$ cat config.mk
export PLATFORM = sky130hd
export DESIGN_NAME = spi_mstr_param
export DESIGN_NICKNAME = d
export VERILOG_FILES = /design/src/rtl/spi_mstr_pkg.sv /design/src/rtl/spi_sclk_gen.sv /design/src/rtl/spi_mstr_param.sv
export SDC_FILE = /design/constraint.sdc
export NUM_CORES = 1
export LEC_CHECK = 0
export ABC_AREA = 1
export BUFFER_PORTS_ARGS = -buffer_cell sky130_fd_sc_hd__buf_2
export CORE_MARGIN = 2
export CORE_UTILIZATION = 40
export CTS_CLUSTER_DIAMETER = 200
export DETAILED_ROUTE_END_ITERATION = 10
export GPL_TIMING_DRIVEN = 0
export PLACE_DENSITY_LB_ADDON = 0.3
export SETUP_SLACK_MARGIN = 0.3
export SLEW_MARGIN = 15
export SYNTH_ARGS = -nofsm -noshare
export SYNTH_HDL_FRONTEND = slang
export SYNTH_HIERARCHICAL = 1
export SYNTH_SLANG_ARGS = --single-unit
$ cat constraint.sdc
create_clock -name clk -period 3.15 [get_ports clk]
set_input_delay 0.63 -clock clk [delete_from_list [all_inputs] [get_ports clk]]
set_output_delay 0.63 -clock clk [all_outputs]
set_load 0.03 [all_outputs]
$ cat src/rtl/spi_mstr_pkg.sv
// Shared types and reset defaults for the parametrised SPI master.
package spi_mstr_pkg;

  typedef enum logic [1:0] {IDLE, FRONT, SHIFT, BACK} spi_state_t;

  typedef struct packed {
    logic cpol;
    logic cpha;
  } spi_mode_t;

  localparam logic      CPOL_RST = 1'b1;
  localparam logic      CPHA_RST = 1'b0;
  localparam spi_mode_t MODE_RST = '{cpol: CPOL_RST, cpha: CPHA_RST};

endpackage

$ cat src/rtl/spi_sclk_gen.sv
// SCLK divider: half-period strobe, leading/trailing edge strobes and SCLK level.
module spi_sclk_gen #(
  parameter int unsigned DIV_W = 6
) (
  input  logic clk,
  input  logic rst,
  input  logic load,
  input  logic run,
  input  logic tog,
  input  logic cpol,
  output logic half,
  output logic lead,
  output logic trail,
  output logic sclk
);

  localparam int unsigned H = 2 ** (DIV_W - 1);

  logic [DIV_W-1:0] cnt;
  logic             phase;

  assign half  = run && (cnt == '0);
  assign lead  = half && tog && !phase;
  assign trail = half && tog && phase;
  assign sclk  = cpol ^ phase;

  // The load value is one above the reload value, giving the single extra
  // clock in the opening idle half-period.
  always_ff @(posedge clk or posedge rst) begin
    if (rst) begin
      cnt   <= '0;
      phase <= 1'b0;
    end else if (load) begin
      cnt   <= DIV_W'(H);
      phase <= 1'b0;
    end else if (run) begin
      cnt <= (cnt == '0) ? DIV_W'(H - 1) : cnt - DIV_W'(1);
      if (half && tog) phase <= ~phase;
    end
  end

endmodule

$ cat src/rtl/spi_mstr_param.sv
// Parametrised SPI master: configurable width/rate, runtime CPOL/CPHA, decoded selects.
// Optional SPI_MSTR_LSB_FIRST_EN adds a latched lsb_first input.
module spi_mstr_param
  import spi_mstr_pkg::*;
#(
  parameter  int unsigned DATA_W = 16,
  parameter  int unsigned DIV_W  = 6,
  parameter  int unsigned NUM_SS = 1,
  localparam int unsigned SSW    = (NUM_SS > 1) ? $clog2(NUM_SS) : 1
) (
  input  logic              clk,
  input  logic              rst,
  input  logic              wrt,
  input  logic [DATA_W-1:0] cmd,
  input  logic              cpol,
  input  logic              cpha,
  input  logic [SSW-1:0]    ss_sel,
`ifdef SPI_MSTR_LSB_FIRST_EN
  input  logic              lsb_first,
`endif
  input  logic              MISO,
  output logic              SCLK,
  output logic              MOSI,
  output logic [NUM_SS-1:0] SS_n,
  output logic              busy,
  output logic              done,
  output logic [DATA_W-1:0] rd_data
);

  localparam int unsigned CW = $clog2(DATA_W) + 1;

  spi_state_t        state, state_nxt;
  spi_mode_t         mode;
  logic [DATA_W-1:0] shreg, shreg_in;
  logic [CW-1:0]     bit_cnt;
  logic [NUM_SS-1:0] ss_dec;
  logic              miso_cap, lsb;
  logic              accept, tog, finish;
  logic              half, lead, trail;
  logic              capture, shift_en;

`ifdef SPI_MSTR_LSB_FIRST_EN
  logic lsb_q;
  always_ff @(posedge clk or posedge rst) begin
    if (rst)         lsb_q <= 1'b0;
    else if (accept) lsb_q <= lsb_first;
  end
  assign lsb = lsb_q;
`else
  assign lsb = 1'b0;
`endif

  spi_sclk_gen #(.DIV_W(DIV_W)) u_sclk_gen (
    .clk   (clk),
    .rst   (rst),
    .load  (accept),
    .run   (busy),
    .tog   (tog),
    .cpol  (mode.cpol),
    .half  (half),
    .lead  (lead),
    .trail (trail),
    .sclk  (SCLK)
  );

  assign busy = (state != IDLE);
  assign MOSI = lsb ? shreg[0] : shreg[DATA_W-1];

  always_ff @(posedge clk or posedge rst) begin
    if (rst) state <= IDLE;
    else     state <= state_nxt;
  end

  // The last SHIFT half-period starts at the final trailing edge, so a full
  // bit count at a half strobe ends the shift phase without another toggle.
  always_comb begin
    state_nxt = state;
    accept    = 1'b0;
    tog       = 1'b0;
    finish    = 1'b0;
    case (state)
      IDLE: begin
        if (wrt) begin
          accept    = 1'b1;
          state_nxt = FRONT;
        end
      end
      FRONT: begin
        if (half) begin
          tog       = 1'b1;
          state_nxt = SHIFT;
        end
      end
      SHIFT: begin
        if (half) begin
          if (bit_cnt == CW'(DATA_W)) state_nxt = BACK;
          else                        tog       = 1'b1;
        end
      end
      BACK: begin
        if (half) begin
          finish    = 1'b1;
          state_nxt = IDLE;
        end
      end
      default: state_nxt = IDLE;
    endcase
  end

  always_comb begin
    ss_dec = '1;
    for (int unsigned i = 0; i < NUM_SS; i++)
      if (ss_sel == SSW'(i)) ss_dec[i] = 1'b0;
  end

  assign capture  = mode.cpha ? trail : lead;
  assign shift_en = mode.cpha ? (lead && (state != FRONT)) : trail;
  assign shreg_in = lsb ? {miso_cap, shreg[DATA_W-1:1]} : {shreg[DATA_W-2:0], miso_cap};

  always_ff @(posedge clk or posedge rst) begin
    if (rst) begin
      mode     <= MODE_RST;
      shreg    <= '0;
      bit_cnt  <= '0;
      miso_cap <= 1'b0;
      SS_n     <= '1;
      done     <= 1'b0;
      rd_data  <= '0;
    end else if (accept) begin
      mode    <= '{cpol, cpha};
      shreg   <= cmd;
      bit_cnt <= '0;
      SS_n    <= ss_dec;
      done    <= 1'b0;
    end else begin
      if (capture)  miso_cap <= MISO;
      if (shift_en) shreg    <= shreg_in;
      if (trail)    bit_cnt  <= bit_cnt + CW'(1);
      if (finish) begin
        SS_n    <= '1;
        done    <= 1'b1;
        rd_data <= mode.cpha ? shreg_in : shreg;
        if (mode.cpha) shreg <= shreg_in;
      end
    end
  end

endmodule
==> impl_metrics.yaml <==
sta:
  setup_violations: 0
  fmax_mhz: 386
  setup_tns_ps: 0
  max-slew-margin-rel: 0.701
  layout_worst_path_cycle_share: 0.822
  rsz0062_at_grt: "false"
  tightest_slew_ps: 444
  hold_violations: 0
  period_needed_ps: 2590
  final_max_slew_viol_count: 0
  fin_worst_skew_ps: 5.82
synthesis:
  ys_ff_latch: 51
  ys_warn_count: 6
  synth_fp_nets: 392
  synth_area_um2: 2800
  ys_seq_area_frac: 0.456
  synthCells: 360
  ys_types: 30
  syn-mean-instance-area_um2: 7.79
drt:
  ant_nets: 0
  vias: 2475
  wl_per_cell_um: 12.2
  drtPass1Iterations: 4
  viasPerCell: 4.87
  drtIter0Drc: 97
  drc: 0
  drt-total-wl_mm: 6.19
placement:
  placed_cells: 500
  io_buffers: 43
  dp_hpwl_mm: 4.75
  place_congestion: 0.865
power:
  switching_share: 0.450
  p_leak_nw: 1.65
  combPwrFrac: 0.478
  p_switching_mw: 1.37
  power_density_nw_per_um2: 919
  power.internal_mw: 1.67
  vdd_ir_drop_max_mv: 0.431
  pwr-share-seq: 0.362
  power_frac_clock: 0.161
global_route:
  antenna_found_initial: 0
  grt_pass1_wl_mm: 10.5
  grt_pass1_vias: 2383
  grt_start_max_net_pins: 27
  overflow: 0
  grt_use_total: 0.171
worst_setup_path:
  slowest_delay_ps: 420
  worst-r2r-cell-count: 15
  crit_arrival_ps: 2800
  path_cells: "inv_1 -> ha_1 -> inv_1 -> inv_1 -> nor2_4 -> nand2_1 -> a21oi_1 -> nand3_2 -> nor2_4 -> nand2_4 -> nand3_4 -> buf_8 -> nand2_1 -> nand3_1 -> nand2_1"
  critPathKind: "register to register"
  critPathBufInv: 4
  r2r_slack_ps: 560
  critPathLaunchType: "register"
  r2r-end: "shreg[14]$_DFF_PP0_"
  required_ps: 3360
  crit_family: "simple AND/OR/NAND/NOR gates"
  rr_startpoint: "state[0]$_DFFE_PP0P_"
  crit_path_max_fanout: 10
  end_kind: "register"
  cpMaxStageDelayCell: "dfrtp_1"
cells_and_area:
  fillers: 673
  instances_no_fill: 508
  drive_gt1_frac: 0.201
  synthToLayoutAreaGrowth_pct: 17.7
  layout.cells.most_common_list: "nand2_1, dfrtp_1, buf_2"
  n_antenna_cell: 0
  final_common_cell: "nand2_1"
  nets: 443
cts:
  numClockSinks: 51
  clk_path_buf_depth: 2
  htree_levels: 2
  cts_tree: "yes"
  cts_hold_buffers: 0
  clk_pin_slew_ps: 100
  clk_latency_ps: 310
  cts_buffers: 5
  cts_setup_buffers: 0
  clock-root-buffer: "clkbuf_8"
run_status:
  outcome: "complete, no violations"
floorplanning:
  rows: 30
  core_um2: 6790
  die_h_um: 87.7
  io-pin-count: 44
  dieWidth_um: 87.7
  start_util: 0.413
  die_area_um2: 7700
run:
  max_cap_viol_count: 0
min_path:
  min-delay-path-class: "input pin to asynchronous set/reset pin"
worst reg2reg max path, cell delays in order, from the launching register on:
cell and delay (ps):
dfrtp_1 420, inv_1 100, ha_1 220, inv_1 130
inv_1 140, nor2_4 200, nand2_1 80, a21oi_1 210
nand3_2 200, nor2_4 220, nand2_4 120, nand3_4 140
buf_8 140, nand2_1 60, nand3_1 60, nand2_1 60
cells by family (layout without fill, tap and decap cells):
kind of cell             Yosys count  in the layout  synth area share
AO/OA/AOI/OAI                     35             35            0.0718
XOR/XNOR                           2              2           0.00625
adder cells (fa/ha/maj)            9              9            0.0402
buffers and inverters             59            111            0.0919
flip-flops                        51             51             0.456
AND/OR/NAND/NOR                  204            204             0.334
through the flow:
stage,hold slack (ps),power [mW],worst slack [ps],utilization,area (µm²)
floorplan,433,2.19,602,-,2800
global placement,466,2.52,378,0.462,3140
detailed placement,472,2.56,350,0.465,3160
CTS,266,3.05,315,0.483,3280
global route,284,3.31,284,0.486,3300
finish,261,3.03,560,0.486,3300
final cells by class:
type / count / area, µm² / area share
buffer: 14 / 88.8 / 0.0269
clock buffer: 6 / 82.6 / 0.0250
sequential: 51 / 1280 / 0.387
timing repair buffer: 44 / 235 / 0.0713
clock inverter: 2 / 38.8 / 0.0118
inverter: 45 / 169 / 0.0512
multi-input combinational: 250 / 1290 / 0.390
tap: 96 / 120 / 0.0364
cells in the mapped netlist:
master    number  area (µm²)
or2_2          2        12.5
buf_2          5        25.0
o22ai_1        1        6.26
inv_1         43         161
nand2_1      114         428
a21oi_1        7        35.0
nor2_2         2        12.5
a211oi_1       1        7.51
nand2_4        1        11.3
nand2_2        1        6.26
nand3_2        4        40.0
xor2_1         2        17.5
nor3_1         4        20.0
dfrtp_1       49        1230
nor2_4         2        22.5
dfstp_2        2        52.6
buf_1          1        3.75
buf_4          3        22.5
nand4_1       19         119
o21ai_0        9        45.0
buf_8          1        15.0
o211ai_1       1        7.51
nor2_1        29         109
buf_6          1        11.3
ha_1           9         113
clkbuf_1       3        11.3
nand3_4        2        35.0
nand3_1       24         120
a31oi_1       16         100
inv_2          2        7.51
timing repair:
item	4_1_cts	5_1_grt
endpoints found under the hold margin	0	0
resized for setup	0	5
endpoints found under the setup margin	0	20
power groups by stage:
| stage | Clock, mW | Sequential [mW] | Combinational, mW |
|---|---|---|---|
| floorplan | 0 | 1.27 | 0.924 |
| global placement | 0 | 1.11 | 1.42 |
| detailed placement | 0 | 1.11 | 1.45 |
| CTS | 0.501 | 1.10 | 1.45 |
| global route | 0.522 | 1.13 | 1.66 |
| finish | 0.487 | 1.10 | 1.45 |
metal layers:
| metal | vias to the layer above | global-route usage | wire length, µm |
|---|---|---|---|
| li1 | 1262 | - | - |
| met1 | 1160 | 0.219 | 2920 |
| met2 | 46 | 0.299 | 3050 |
| met3 | 7 | 0.0302 | 161 |
| met4 | 0 | 0.0462 | 65 |
| met5 | - | 0 | 0 |
state kept, by name (all words and copies together), names as in the netlist:
signal,count
u_sclk_gen/phase,1
u_sclk_gen/cnt,6
state,2
done,1
miso_cap,1
mode,2
rd_data,16
shreg,16
SS_n,1
bit_cnt,5
worst max-delay path by stage:
| stage | start | endpoint | slack [ps] | depth (start not counted) |
|---|---|---|---|---|
| after floorplan | state[0]$_DFFE_PP0P_ | shreg[12]$_DFF_PP0_ | 600 | 15 |
| after global placement | state[0]$_DFFE_PP0P_ | shreg[14]$_DFF_PP0_ | 380 | 15 |
| after detailed placement | state[0]$_DFFE_PP0P_ | shreg[4]$_DFF_PP0_ | 350 | 15 |
| after CTS | state[0]$_DFFE_PP0P_ | shreg[4]$_DFF_PP0_ | 320 | 15 |
| after global routing | state[0]$_DFFE_PP0P_ | shreg[5]$_DFF_PP0_ | 280 | 15 |
| final | state[0]$_DFFE_PP0P_ | shreg[14]$_DFF_PP0_ | 560 | 15 |
No activity file was read; power rests on OpenSTA's default activity.
